===== config.mk =====
export PLATFORM = sky130hd
export DESIGN_NAME = seq_scan_arbiter
export DESIGN_NICKNAME = d
export VERILOG_FILES = /design/src/rtl/seq_scan_arbiter.sv
export SDC_FILE = /design/constraint.sdc
export NUM_CORES = 1
export LEC_CHECK = 0
export ABC_AREA = 1
export CORE_MARGIN = 2
export CORE_UTILIZATION = 43
export DETAILED_ROUTE_END_ITERATION = 12
export GPL_ROUTABILITY_DRIVEN = 0
export MAX_ROUTING_LAYER = met4
export PLACE_DENSITY = 0.88
export RECOVER_POWER = 25
export SYNTH_ARGS = -nofsm -noshare
export SYNTH_HDL_FRONTEND = slang
export SYNTH_SLANG_ARGS = --single-unit

===== constraint.sdc =====
create_clock -name clk -period 1.6 [get_ports clk]
set_clock_uncertainty 0.15 [all_clocks]
set_input_delay 0.16 -clock clk [delete_from_list [all_inputs] [get_ports clk]]
set_output_delay 0.16 -clock clk [all_outputs]
set_load 0.05 [all_outputs]

===== src/rtl/seq_scan_arbiter.sv =====
// Round-robin arbiter that scans the granted requester's W-bit word MSB-first for overlapping "1001".
// Grant-to-done is W+1 cycles; req is ignored while busy, so a requester holds req until granted.
module seq_scan_arbiter #(
   parameter int N = 4,
   parameter int W = 8
) (
   input  logic                 clk,
   input  logic                 rst,
   input  logic [N-1:0]         req,
   input  logic [N*W-1:0]       data,
   output logic [N-1:0]         gnt,
   output logic                 busy,
   output logic                 det_bit,
   output logic                 done,
   output logic [$clog2(N)-1:0] done_id,
   output logic [$clog2(W):0]   match_cnt
);

   localparam int IW = $clog2(N);
   localparam int BW = $clog2(W);
   localparam int CW = BW + 1;

   localparam logic [1:0] IDLE   = 2'd0;
   localparam logic [1:0] SHIFT  = 2'd1;
   localparam logic [1:0] REPORT = 2'd2;

   localparam logic [2:0] DS0 = 3'd0;
   localparam logic [2:0] DS1 = 3'd1;
   localparam logic [2:0] DS2 = 3'd2;
   localparam logic [2:0] DS3 = 3'd3;
   localparam logic [2:0] DS4 = 3'd4;

   logic [1:0]    state;
   logic [2:0]    dstate;
   logic [2:0]    dnext;
   logic [W-1:0]  word;
   logic [BW-1:0] bidx;
   logic [CW-1:0] acc;
   logic [CW-1:0] acc_next;
   logic [IW-1:0] ptr;
   logic [IW-1:0] sel;
   logic          sel_vld;
   logic          din;

   // Two passes: requesters above the last grant first, then wrap to the low end.
   always_comb begin
      sel_vld = 1'b0;
      sel     = '0;
      for (int i = 0; i < N; i++) begin
         if (!sel_vld && req[i] && (i > int'(ptr))) begin
            sel_vld = 1'b1;
            sel     = IW'(i);
         end
      end
      for (int i = 0; i < N; i++) begin
         if (!sel_vld && req[i] && (i <= int'(ptr))) begin
            sel_vld = 1'b1;
            sel     = IW'(i);
         end
      end
   end

   assign din = word[W-1];

   always_comb begin
      dnext = DS0;
      case (dstate)
         DS0:     dnext = din ? DS1 : DS0;
         DS1:     dnext = din ? DS1 : DS2;
         DS2:     dnext = din ? DS1 : DS3;
         DS3:     dnext = din ? DS4 : DS0;
         DS4:     dnext = din ? DS1 : DS2;
         default: dnext = DS0;
      endcase
   end

   assign acc_next = acc + {{(CW-1){1'b0}}, (dnext == DS4)};

   always_ff @(posedge clk or negedge rst) begin
      if (!rst) begin
         state     <= IDLE;
         dstate    <= DS0;
         word      <= '0;
         bidx      <= '0;
         acc       <= '0;
         ptr       <= IW'(N-1);
         done_id   <= '0;
         match_cnt <= '0;
      end else begin
         case (state)
            IDLE: begin
               if (sel_vld) begin
                  word   <= data[sel*W +: W];
                  ptr    <= sel;
                  dstate <= DS0;
                  bidx   <= '0;
                  acc    <= '0;
                  state  <= SHIFT;
               end
            end
            SHIFT: begin
               dstate <= dnext;
               acc    <= acc_next;
               word   <= {word[W-2:0], 1'b0};
               if (bidx == BW'(W-1)) begin
                  // The last bit may complete a match, so publish the post-update count.
                  match_cnt <= acc_next;
                  done_id   <= ptr;
                  state     <= REPORT;
               end else begin
                  bidx <= bidx + 1'b1;
               end
            end
            REPORT:  state <= IDLE;
            default: state <= IDLE;
         endcase
      end
   end

   // Grant and busy are combinational off req in IDLE, so they are gated by reset directly.
   assign gnt     = (rst && (state == IDLE) && sel_vld) ? ({{(N-1){1'b0}}, 1'b1} << sel) : '0;
   assign busy    = rst && ((state != IDLE) || sel_vld);
   assign det_bit = (state == SHIFT) && (dstate == DS4);
   assign done    = (state == REPORT);

endmodule


== Word-level counts from Yosys, hierarchy flattened ==
Cells that the tools add are included.

* Bits in registers: 28
* Output and inout port bits: 13

* Muxes and demuxes: 31
* Reduce and logical (&&, ||, !) cells: 33
* Equality and inequality tests: 11
* Shifts and indexed selects: 2
* $lt $le $gt $ge: 6
* Add/subtract/negate cells: 2

{| class="wikitable"
|+ Operators by type and width
! cell !! count
|-
| 32-bit by 6-bit indexed part select with 8-bit output || 1
|-
| 2-bit two-way mux || 10
|-
| 1-bit logical AND || 16
|-
| 8-bit case mux with 2 select lines || 1
|-
| 3-bit case mux with 2 select lines || 2
|-
| 3-bit case mux with 4 select lines || 1
|-
| 3-bit equality test (second input constant) || 3
|-
| 1-bit two-way mux || 9
|-
| 3-bit two-way mux || 3
|-
| 4-bit two-way mux || 2
|-
| 8-bit two-way mux || 1
|-
| 4-bit case mux with 2 select lines || 1
|-
| 2-bit AND reduction || 4
|-
| 3-bit by 2-bit equality test with 1-bit output (second input constant) || 2
|-
| 1-bit logical NOT || 6
|-
| 2-bit inequality test (second input constant) || 3
|-
| 4-bit by 1-bit adder with 4-bit output || 1
|-
| 2-bit greater-than comparator (first input constant) || 2
|-
| 2-bit <= comparator (first input constant) || 2
|-
| 2-bit case mux with 2 select lines || 1
|-
| 2-bit nonzero test || 2
|-
| 1-bit by 2-bit << shifter with 4-bit output (first input constant) || 1
|-
| 3-bit by 1-bit adder with 3-bit output (second input constant) || 1
|-
| 3-bit by 1-bit equality test with 1-bit output (second input constant) || 1
|-
| 9 further kinds || 9
|}

== Logic depth before layout (Yosys ltp) ==
* Depth after elaboration: 29
* Depth in mapped cells: 13

== Worst setup path before layout ==
Ideal clock, no wire load.

* Path type: flip-flop to output port
* Start point: register state[0]
* End point: output port det_bit
* Cell stages (with the launch flop): 6
* Arrival time: 2.418 ns
* Setup slack: -1.128 ns
* Cell sequence: dfrtp_1 -> inv_1 -> nor2_1 -> inv_1 -> clkbuf_1 -> nor4_1

* Longest elaborated chain between the ends: 2

{| class="wikitable"
|+ Ends and longest elaborated chain
! item !! line !! text
|-
| start, declared || 33 || <nowiki>logic [1:0] state;</nowiki>
|-
| start signal, assigned || 81 || <nowiki>state <= IDLE;</nowiki>
|-
| start signal, assigned || 98 || <nowiki>state <= SHIFT;</nowiki>
|-
| start signal, assigned || 109 || <nowiki>state <= REPORT;</nowiki>
|-
| 2-bit by 1-bit equality test with 1-bit output || 123 || <nowiki>assign det_bit = (state == SHIFT) && (dstate == DS4);</nowiki>
|-
| 1-bit logical AND || 123 ||
|-
| end, declared || 13 || <nowiki>output logic det_bit,</nowiki>
|}

Every way passes these cells.

== Worst setup path in the final report ==
* Start point: register ptr[1]
* End point: output port gnt[3]

* Longest elaborated chain between the ends: 28

{| class="wikitable"
|+ Ends and longest elaborated chain
! item !! line !! text
|-
| start, declared || 40 || <nowiki>logic [IW-1:0] ptr;</nowiki>
|-
| start signal, assigned || 86 || <nowiki>ptr <= IW'(N-1);</nowiki>
|-
| start signal, assigned || 94 || <nowiki>ptr <= sel;</nowiki>
|-
| 1-bit by 2-bit greater-than comparator with 1-bit output || 50 || <nowiki>if (!sel_vld && req[i] && (i > int'(ptr))) begin</nowiki>
|-
| 1-bit logical AND || 50 ||
|-
| 1-bit two-way mux || 50 ||
|-
| 1-bit logical NOT || 50 ||
|-
| 1-bit logical AND (2 in a row) || 50 ||
|-
| 1-bit two-way mux || 50 ||
|-
| 1-bit logical NOT || 50 ||
|-
| 1-bit logical AND (2 in a row) || 50 ||
|-
| [... 8 more ...] || -- ||
|-
| 1-bit logical NOT || 56 || <nowiki>if (!sel_vld && req[i] && (i <= int'(ptr))) begin</nowiki>
|-
| 1-bit logical AND (2 in a row) || 56 ||
|-
| 1-bit two-way mux || 56 ||
|-
| 1-bit logical NOT || 56 ||
|-
| 1-bit logical AND (2 in a row) || 56 ||
|-
| 2-bit two-way mux / 1-bit two-way mux (equally long branches) || 56 ||
|-
| 1-bit by 2-bit << shifter with 4-bit output / 1-bit logical AND (equally long branches) || 121 || <nowiki>assign gnt = (rst && (state == IDLE) && sel_vld) ? ({{(N-1){1'b0}}, 1'b1} << sel) : '0;</nowiki>
|-
| 4-bit two-way mux * || 121 ||
|-
| end, declared || 11 || <nowiki>output logic [N-1:0] gnt,</nowiki>
|}

Every way passes the cells marked *; elsewhere a longest branch is shown, timed or not.

==> summary.txt <==
Clock network
  • Sink Count: 28
  • Worst-path clk slew: 0.11 ns
  • CTS Buf Count: 3
  • Worst-Skew Late Latency: 0.29 ns
  • Root Buffer: clkbuf_8
  • TritonCTS clock tree: yes
  • CTS Hold Buffers Added: 0
  • H-tree depth: 1
  • Clk buf depth: 2

Synth
  • Synth Flop Type: dfrtp_1
  • Yosys cell types: 30
  • Gate Count Post-Synth: between 200 and 300
  • Yosys top cell by area: dfrtp_1
  • Number of flops mapped to enable cells by yosys: 0
  • Top cells by count, synth: nand2_1 (98), inv_1 (32), dfrtp_1 (26)
  • Post-synthesis cell area: 1790 µm²
  • Syn_nets: 294
  • Most common cell in the netlist: nand2_1
  • Synth Warn #: 0
  • Avg Inst Size Synth: 7.11 µm²
  • Async SR Flop Fraction: 1.00
  • Yosys reg bits: 28
  • Sequential area share after synthesis: 0.393
  • Area share of the largest cell type after synthesis: 0.363
  • Area contributors post-synth: dfrtp_1 (36%), nand2_1 (21%), inv_1 (6.7%), nand3_1 (6.1%), o21ai_0 (3.6%)

Cells and area
  • Final Net Count: 388
  • ANT cells: 0
  • Layout area overhead: 73.9%
  • Design Area, Final: 3110 µm²
  • Post-route insts no fill: 395
  • Ratio of cells with drive above 1 in the final layout: 0.368

Drt
  • Avg Vias per Cell: approximately 5.3
  • Drt initial violations: 183
  • Final WL: 6250 µm
  • WL/cell: approximately 16 µm
  • Drt first pass iters: 4
  • Residual DRC: 0
  • DR vias: 2,076
  • Routed Antenna Nets: 0

Placement
  • Buffers on Ports: 50
  • Pre-CTS WS: -0.470 ns
  • Dpl hpwl: 3730 µm
  • Post-DP Area: between 2000 and 3000 µm²
  • Placed cell count: 376

Global routing
  • GRT Resource Usage Total: 0.268
  • Vias in the first global route: 2,087
  • Gr ovfl total: 0
  • Global-route wire length before repair: between 9000 and 10,000 µm
  • Initial antenna violation count: 0
  • Largest net degree at the start of global routing: 21

Setup path
  • Critical Path AT: 2.05 ns
  • CP endpoint kind: output port
  • Worst Path Max Fanout: 3
  • CP Class: reg2out
  • Worst Path Required: 1.29 ns
  • Worst setup SP type: flip-flop

STA
  • WHS: 0.344 ns
  • Final Hold Fails: 0
  • Final worst slack: -0.759 ns
  • Final Max Tran Viols: 0
  • Worst-Margin Slew: between 0.5 and 0.6 ns
  • Fmax: 0.424 GHz
  • Fin crit share: 1.47
  • Final setup fails: 30
  • Slew HR: 0.666
  • Setup_tns: -11.47 ns
  • RSZ-0062 raised after global routing: yes
  • Minimum clock period: 2.36 ns

Floorplanning
  • Std cell rows: 23
  • I/O Pins: 51
  • Core area: approximately 4000 µm²
  • Die Footprint: 4700 µm²
  • Die Y: 68.5 µm
  • Initial core utilization: 0.448
  • Die Width: 68.5 µm

Outcome
  • Status: complete, but fails checks
  • Failing checks: negative setup slack

Flow run
  • MaxCap Viol Count: 0

Power and ir drop
  • PD cells: 1740 nW/µm²
  • Static Leak: 1.53 nW
  • Max VDD drop: 0.881 mV

Worst hold path
  • Hold Crit Class: reg2reg
-- metal layers --
layer	vias up	share of wire	track usage
met1	973	0.36	0.285
met3	22	0.053	0.0341
met2	101	0.55	0.508
met4	0	0.038	0.0875
li1	980	-	-
met5	-	0	-
-- registers in the layout (all words and copies together), names as in the netlist --
name / cells
acc: 4
word: 8
done_id: 2
match_cnt: 4
state: 2
bidx: 3
dstate: 3
ptr: 2
-- worst max-delay path, stage by stage, from the launching register on --
cell,delay [ns]
dfstp_2,0.62
nand2_4,0.08
nand2_4,0.09
nand4_4,0.10
nor2_4,0.15
nand2_4,0.10
inv_2,0.08
nor2_4,0.05
buf_6,0.13
nor3_4,0.18
buf_12,0.16
-- power breakdown --
group	total [mW]	switching [mW]	internal [mW]
Sequential	1.21	0.193	1.01
Combinational	3.61	2.10	1.51
Clock	0.592	0.256	0.336
-- kinds of logic (layout without fill, tap and decap cells) --
| kind of cell | after synthesis | after routing | synth area share |
|---|---|---|---|
| compound gates | 28 | 28 | 0.0908 |
| buf+inv | 43 | 136 | 0.119 |
| xor+xnor | 2 | 2 | 0.00979 |
| fa+ha+maj | 4 | 4 | 0.0280 |
| simple gates | 146 | 146 | 0.354 |
| mux | 1 | 1 | 0.00559 |
| flops | 28 | 28 | 0.393 |
-- through the flow --
stage,power (mW),util
after detailed placement,3.96,0.674
after floorplan,3.05,-
after global placement,3.85,0.674
after global routing,5.74,0.778
final,5.41,0.778
after CTS,4.91,0.746
-- final timing paths --
| path | start | end | slack (ns) | depth (start not counted) |
|---|---|---|---|---|
| worst min register to register | done_id[0] | done_id[0] | 0.34 | 2 |
| worst max-delay path | ptr[1] | gnt[3] | -0.76 | 10 |
| worst min-delay path | done_id[0] | done_id[0] | 0.34 | 2 |
| worst max register to register | ptr[1] | word[1] | -0.68 | 15 |
| min in group asynchronous | rst | done_id[1] | 0.35 | 2 |
| max in group asynchronous | rst | word[5] | 0.44 | 2 |
-- timing repair --
item,in CTS,in global routing
endpoints found under the hold margin,0,0
resized for setup,42,25
endpoints found under the setup margin,30,33
pin swaps,19,12
setup buffers,10,5
gates cloned,0,1
-- cell usage in the layout (no fill, tap or decap), types with 2 or more instances in the layout --
cell type	n
nand2_1	87
buf_4	39
clkdlybuf4s50_1	36
dfrtp_1	26
inv_1	23
nand3_1	17
nand2_2	14
inv_2	10
o21ai_1	9
buf_6	8
buf_12	8
o22ai_1	6
nand3_2	5
nand2_4	4
nor2_4	4
nor3_4	4
o21ai_2	4
o21ai_0	4
nand2_8	3
clkbuf_8	3
nor4_4	2
nor2_2	2
nor2_1	2
a21oi_1	2
ha_1	2
dfstp_2	2
-- area by class of cell --
| type | instances | area, µm² |
|---|---|---|
| Sequential cell | 28 | 703 |
| Multi-Input combinational cell | 181 | 1160 |
| Clock inverter | 1 | 30.0 |
| Timing Repair Buffer | 96 | 962 |
| Fill cell | 257 | 887 |
| Inverter | 36 | 150 |
| Clock buffer | 3 | 41.3 |
| Tap cell | 50 | 62.6 |
Note: power is estimated with default switching activity, not from simulation.
